## config.mk

```make
export PLATFORM = sky130hd
export DESIGN_NAME = conv_window_ctrl
export DESIGN_NICKNAME = d
export VERILOG_FILES = /design/src/rtl/conv_window_ctrl_pkg.sv /design/src/rtl/mod_counter.sv /design/src/rtl/conv_window_ctrl.sv
export SDC_FILE = /design/constraint.sdc
export NUM_CORES = 1
export LEC_CHECK = 0
export CAP_MARGIN = 10
export CORE_AREA = 2 2 64 66
export CTS_CLUSTER_DIAMETER = 100
export DETAILED_ROUTE_END_ITERATION = 10
export DIE_AREA = 0 0 66 68
export PLACE_DENSITY = 0.72
export SLEW_MARGIN = 20
export SYNTH_ARGS = -nofsm -noshare
export SYNTH_HDL_FRONTEND = slang
export SYNTH_SLANG_ARGS = --single-unit
```

## constraint.sdc

```tcl
create_clock -name clk -period 1.6 [get_ports clk]
set_clock_uncertainty 0.15 [all_clocks]
set_input_delay 0.16 -clock clk [delete_from_list [all_inputs] [get_ports clk]]
set_output_delay 0.16 -clock clk [all_outputs]
set_load 0.01 [all_outputs]
```

## src/rtl/conv_window_ctrl_pkg.sv

```systemverilog
// conv_window_ctrl_pkg: shared CNN geometry defaults and window-controller state encoding
package conv_window_ctrl_pkg;
  localparam int CNN_WIDTH  = 28;
  localparam int CNN_HEIGHT = 28;
  localparam int CNN_FILTER = 5;
  typedef enum logic [1:0] {FILL = 2'd0, SCAN = 2'd1, LOAD = 2'd2} state_t;
endpackage

```

## src/rtl/mod_counter.sv

```systemverilog
// mod_counter: enable-driven counter wrapping MOD-1 -> 0, with synchronous clear
module mod_counter #(
  parameter int MOD = 4,
  parameter int W   = 2
) (
  input  logic         clk,
  input  logic         rst,
  input  logic         i_en,
  input  logic         i_clr,
  output logic [W-1:0] o_q
);
  always_ff @(posedge clk or posedge rst)
    if (rst) o_q <= '0;
    else if (i_clr) o_q <= '0;
    else if (i_en) o_q <= (o_q == W'(MOD - 1)) ? '0 : o_q + 1'b1;
endmodule

```

## src/rtl/conv_window_ctrl.sv

```systemverilog
// conv_window_ctrl: sequences line-buffer fills/row reloads and sliding-window scans
module conv_window_ctrl import conv_window_ctrl_pkg::*; #(
  parameter int WIDTH       = CNN_WIDTH,
  parameter int HEIGHT      = CNN_HEIGHT,
  parameter int FILTER_SIZE = CNN_FILTER
) (
  input  logic       clk,
  input  logic       rst,
  input  logic       in_valid,
  output logic       in_ready,
  output logic       wr_en,
  output logic [7:0] wr_addr,
  output logic       win_valid,
  input  logic       win_ready,
  output logic [4:0] rd_col,
  output logic [2:0] row_base,
  output logic [4:0] out_row,
  output logic       frame_done
);
  localparam int BUF = WIDTH * FILTER_SIZE;
  localparam int CW  = $clog2(BUF);
  localparam logic [CW-1:0] FILL_LAST = CW'(BUF - 1);
  localparam logic [CW-1:0] LOAD_LAST = CW'(WIDTH - 1);
  localparam logic [4:0]    COL_LAST  = 5'(WIDTH - FILTER_SIZE);
  localparam logic [4:0]    ROW_LAST  = 5'(HEIGHT - FILTER_SIZE);

  state_t        r_state, w_next;
  logic [CW-1:0] r_pix;
  logic [4:0]    r_col, r_row;
  logic          r_done;
  logic          w_fill_last, w_load_last, w_hs, w_row_end, w_frame_end;

  assign in_ready    = r_state != SCAN;
  assign wr_en       = in_valid & in_ready;
  assign win_valid   = r_state == SCAN;
  assign w_fill_last = r_state == FILL && wr_en && r_pix == FILL_LAST;
  assign w_load_last = r_state == LOAD && wr_en && r_pix == LOAD_LAST;
  assign w_hs        = win_valid & win_ready;
  assign w_row_end   = w_hs && r_col == COL_LAST;
  assign w_frame_end = w_row_end && r_row == ROW_LAST;
  assign rd_col      = r_col;
  assign out_row     = r_row;
  assign frame_done  = r_done;

  always_comb
    w_next = (w_fill_last || w_load_last) ? SCAN :
             w_frame_end ? FILL :
             w_row_end ? LOAD : r_state;

  always_ff @(posedge clk or posedge rst)
    if (rst) r_state <= FILL;
    else r_state <= w_next;

  always_ff @(posedge clk or posedge rst)
    if (rst) begin
      r_pix  <= '0;
      r_col  <= '0;
      r_row  <= '0;
      r_done <= 1'b0;
    end else begin
      r_done <= w_frame_end;
      r_pix  <= (w_fill_last || w_load_last) ? '0 : wr_en ? r_pix + 1'b1 : r_pix;
      r_col  <= w_row_end ? '0 : w_hs ? r_col + 1'b1 : r_col;
      r_row  <= w_frame_end ? '0 : w_load_last ? r_row + 1'b1 : r_row;
    end

  // Write pointer restarts with each frame so every LOAD lands on slot row_base.
  mod_counter #(.MOD(BUF), .W(8)) u_wr_addr (
    .clk(clk), .rst(rst), .i_en(wr_en), .i_clr(w_frame_end), .o_q(wr_addr)
  );

  mod_counter #(.MOD(FILTER_SIZE), .W(3)) u_row_base (
    .clk(clk), .rst(rst), .i_en(w_load_last), .i_clr(w_frame_end), .o_q(row_base)
  );
endmodule
```

==> impl_summary.log <==
INFO  metric total_core_area = about 3900 um^2
INFO  metric detail-route-antenna-nets = 0
INFO  metric wire_per_inst = about 16 um
INFO  metric criticalPathCategory = reg2reg
INFO  metric total_number_of_vias = roughly 1,700
INFO  metric detailedPlace.worstSlack = -0.213 ns
INFO  metric report.final.hold_viol_count = 0
INFO  metric ios = 29
INFO  metric fp.dieArea = 4490 um^2
INFO  metric netlist-cell-type-count = 48
INFO  metric power = ~0.0034 W
INFO  metric r2r_end = u_wr_addr.o_q[2]$_DFFE_PP0P_
INFO  metric syn-instance-count = 171
INFO  metric initial_antenna_violation_count = 0
INFO  metric rr_worst_depth = 6
INFO  metric timing_max_transition_violations_final = 0
INFO  metric finish.instance_area = approximately 2800 um^2
INFO  metric global_route_congestion_overflow_total = 0
INFO  metric postRouteWirelength = a little under 5 mm
INFO  metric synth.avg_cell_area = a little under 10 um^2
INFO  metric die_outline_height = just under 70 um
INFO  metric numCtsBuffers = 5
INFO  metric crit_path_end_kind = flip-flop
INFO  metric stdcell_count = roughly 320
INFO  metric yosysSeqAreaShare = between 40% and 50%
INFO  metric antennaDiodeCount = 0
INFO  metric worstPathArrival = between 1.5 and 2 ns
INFO  metric viasPerCell = about 5.4
INFO  metric min_path_type = in2async
INFO  metric dpl.cell_count = 288
INFO  metric die_x = 66 um
INFO  metric place_hpwl = slightly above 3 mm
INFO  metric cts-root-to-sink-buffers = 2
INFO  metric drt-initial-drc-count = a little under 70
INFO  metric r2r_setup_slack = -0.13 ns
INFO  metric outcome = finished, violations left
INFO  metric critPathMaxFanout = 6
INFO  metric drt_first_pass_iters = 4
INFO  metric vias_in_the_first_global_route = between 1,500 and 2,000
INFO  metric clock_pin_slew_reported_for_the_worst_setup_and_hold_paths_after_clock_tree_synthesis = roughly 0.07 ns
INFO  metric finalNetCount = approximately 270
INFO  metric post-route-min-period = 1.73 ns
INFO  metric max_freq = roughly 580 MHz
INFO  metric placementRows = 23
INFO  metric clock-root-buffer = clkbuf_8
INFO  metric critical_path.startpoint = r_state[1]$_DFFE_PP0P_
INFO  metric finalSetupViolations = 18
INFO  metric place.port_buffers = 28
INFO  metric static-leakage-power = around 1.4 nW
INFO  metric min_period_over_period = 108%
INFO  metric failed_checks = setup timing
INFO  metric synth_fp_nets = around 180
INFO  metric worstMarginPinSlew = ~0.44 ns
INFO  metric groute.usage.overall = between 20% and 30%
INFO  metric drcViolationCount = 0
INFO  metric areaGrowthSynthToFinish = 65.7%
INFO  metric rsz_0062_raised_after_global_routing = true
INFO  metric pwr_per_cell_area = 1200 nW/um^2
INFO  metric placed_area = 2350 um^2
INFO  metric number_of_buffers_added_to_fix_hold_violations_after_cts = 0
INFO  metric max_slew_margin = between 70 and 80%
INFO  metric core_occupancy_in_the_finished_layout = between 70 and 80%
INFO  metric required_time_of_the_critical_path = between 1.5 and 2 ns
INFO  metric initial_utilization = roughly 44%
INFO  metric worstSetupEndpoint = u_wr_addr.o_q[2]$_DFFE_PP0P_
INFO  metric worst_skew_pair.late_latency = a little under 0.3 ns
INFO  metric pin_count_of_the_biggest_net_entering_global_routing = 33
INFO  metric final_layout_size_suffix_gt1_share = around 45%
INFO  metric h-tree-depth = 2
INFO  metric gp_congestion = 0.866
INFO  metric ys_seq_elements = 32
INFO  metric synthesis.area = about 1700 um^2
INFO  metric launch_instance_of_the_worst_register_to_register_path = r_state[1]$_DFFE_PP0P_
INFO  metric max_cap_violations = 0
INFO  metric ir_drop = around 0.00075 V
INFO  metric final.setup.worst_slack = -0.129 ns
INFO  metric yosysWarnings = 0
INFO  metric clkSinkCount = 32
INFO  metric clock_tree_from_tritoncts = built
INFO  metric first_pass_grt_wire_length = approximately 7.5 mm
INFO  metric startpoint_type = flip-flop
-- per-layer routing --
metal / GRT usage [%] / wire length (um) / up-vias / share of wire [%]
li1: - / - / 806 / -
met1: 26.8 / 1980 / 836 / 40
met2: 38.3 / 2610 / 55 / 53
met3: 5.26 / 242 / 9 / 4.9
met4: 8.67 / 75 / 0 / 1.5
met5: 0 / 0 / - / 0
-- metrics by stage --
| step | hold WS (ns) | TNS, ns |
|---|---|---|
| CTS | 0.127 | -0.257 |
| detailed placement | 0.362 | -2.53 |
| global route | 0.160 | -2.42 |
| global placement | 0.361 | -1.94 |
| finish | 0.118 | -0.594 |
| floorplan | 0.126 | -0.249 |
-- worst min path at each step --
stage	slack, ns	depth (start not counted)	to	start
global route	0.16	3	out_row[0]$_DFFE_PP0P_	rst
floorplan	0.13	1	frame_done$_DFF_PP0_	rst
CTS	0.13	3	out_row[1]$_DFFE_PP0P_	rst
global placement	0.36	1	r_pix[6]$_DFFE_PP0P_	r_pix[6]$_DFFE_PP0P_
detailed placement	0.36	1	r_pix[6]$_DFFE_PP0P_	r_pix[6]$_DFFE_PP0P_
finish	0.12	3	u_row_base.o_q[1]$_DFFE_PP0P_	rst
-- cell usage in the layout, fill, tap and decap left out, drive strengths merged, types with 2 or more instances in the layout --
| cell type | Yosys | layout |
|---|---|---|
| dfrtp | 32 | 32 |
| nand3 | 7 | 7 |
| and3 | 3 | 3 |
| nand4b | 2 | 2 |
| o21ai | 8 | 8 |
| nor4 | 2 | 2 |
| buf | 3 | 65 |
| nand2 | 22 | 22 |
| o22ai | 2 | 2 |
| o211ai | 3 | 3 |
| nand3b | 3 | 3 |
| nor2 | 11 | 11 |
| nor3b | 3 | 3 |
| inv | 8 | 8 |
| dlymetal6s2s | 0 | 4 |
| and2 | 3 | 3 |
| a21oi | 9 | 9 |
| nand4 | 8 | 8 |
| and4 | 3 | 3 |
| dlygate4sd2 | 0 | 11 |
| clkdlybuf4s50 | 0 | 10 |
| clkinv | 0 | 2 |
| ha | 6 | 6 |
| nor3 | 3 | 3 |
| xnor2 | 3 | 3 |
| a31oi | 2 | 2 |
| xor2 | 6 | 6 |
| clkbuf | 1 | 6 |
| a21o | 2 | 2 |
-- critical path: stages, from the launching register on --
cell,delay [ns]
dfrtp_1,0.39
and2b_4,0.22
inv_6,0.10
buf_6,0.13
nand3_2,0.08
or3_4,0.38
a21oi_2,0.18
-- final cells by class --
type                            instances  area, um^2
Fill cell                             278        1050
Multi-Input combinational cell        127        1020
Sequential cell                        32         802
Timing Repair Buffer                   90         798
Clock buffer                            6        82.6
Tap cell                               50        62.6
Inverter                                8        37.5
Clock inverter                          2        10.0
-- Yosys cell counts (all sizes together) --
library cell   n  area [um^2]
and3           3         20.0
dfrtp         32          801
nor3           3         20.0
and4           3         26.3
mux2           1         11.3
nor2          11         41.3
and4b          1         10.0
xnor2          3         26.3
a22oi          1         7.51
or4            1         7.51
and2           3         18.8
o211a          1         17.5
nand4b         2         17.5
a21o           2         15.0
nand3b         3         22.5
nor3b          3         27.5
nand4          8         50.1
nand2         22         85.1
nand3          7         35.0
clkbuf         1         3.75
o211ai         3         22.5
or2            1         6.26
and3b          1         12.5
o22ai          2         12.5
or3            1         6.26
nor2b          1         6.26
xor2           6         52.6
a21oi          9         45.0
a221o          1         10.0
o2111ai        1         8.76
o21ai          8         40.0
inv            8         30.0
and4bb         1         12.5
nor4b          1         8.76
o32ai          1         8.76
a31oi          2         12.5
buf            3         26.3
nor4           2         18.8
ha             6         75.1
nand2b         1         6.26
and2b          1         10.0
-- report_power, final --
part / internal [W] / leakage [nW] / switching (W)
sequential: 0.000959 / 0.416 / 0.000121
clock: 0.000343 / 0.0510 / 0.000317
combinational: 0.000852 / 0.939 / 0.000786
total: 0.00215 / 1.41 / 0.00122
-- flip-flops by register name, indices dropped and copies added, names as in the netlist --
signal          count
frame_done          1
out_row             5
r_pix               8
r_state             2
rd_col              5
u_row_base.o_q      3
u_wr_addr.o_q       8
-- cells by family after synthesis --
family                   after synthesis  share of synthesized area, %
AO/OA/AOI/OAI                         31                          11.8
XOR/XNOR                               9                          4.65
adder cells (fa/ha/maj)                6                          4.43
buffers and inverters                 12                          3.54
flip-flops                            32                          47.2
multiplexers                           1                         0.664
AND/OR/NAND/NOR                       80                          27.7
-- timing repair --
item / in CTS / in global routing
resized for setup: 44 / 47
setup endpoints to repair: 31 / 36
buffers inserted: 8 / 12
pin swaps: 10 / 17
(Power assumes the default switching activity.)
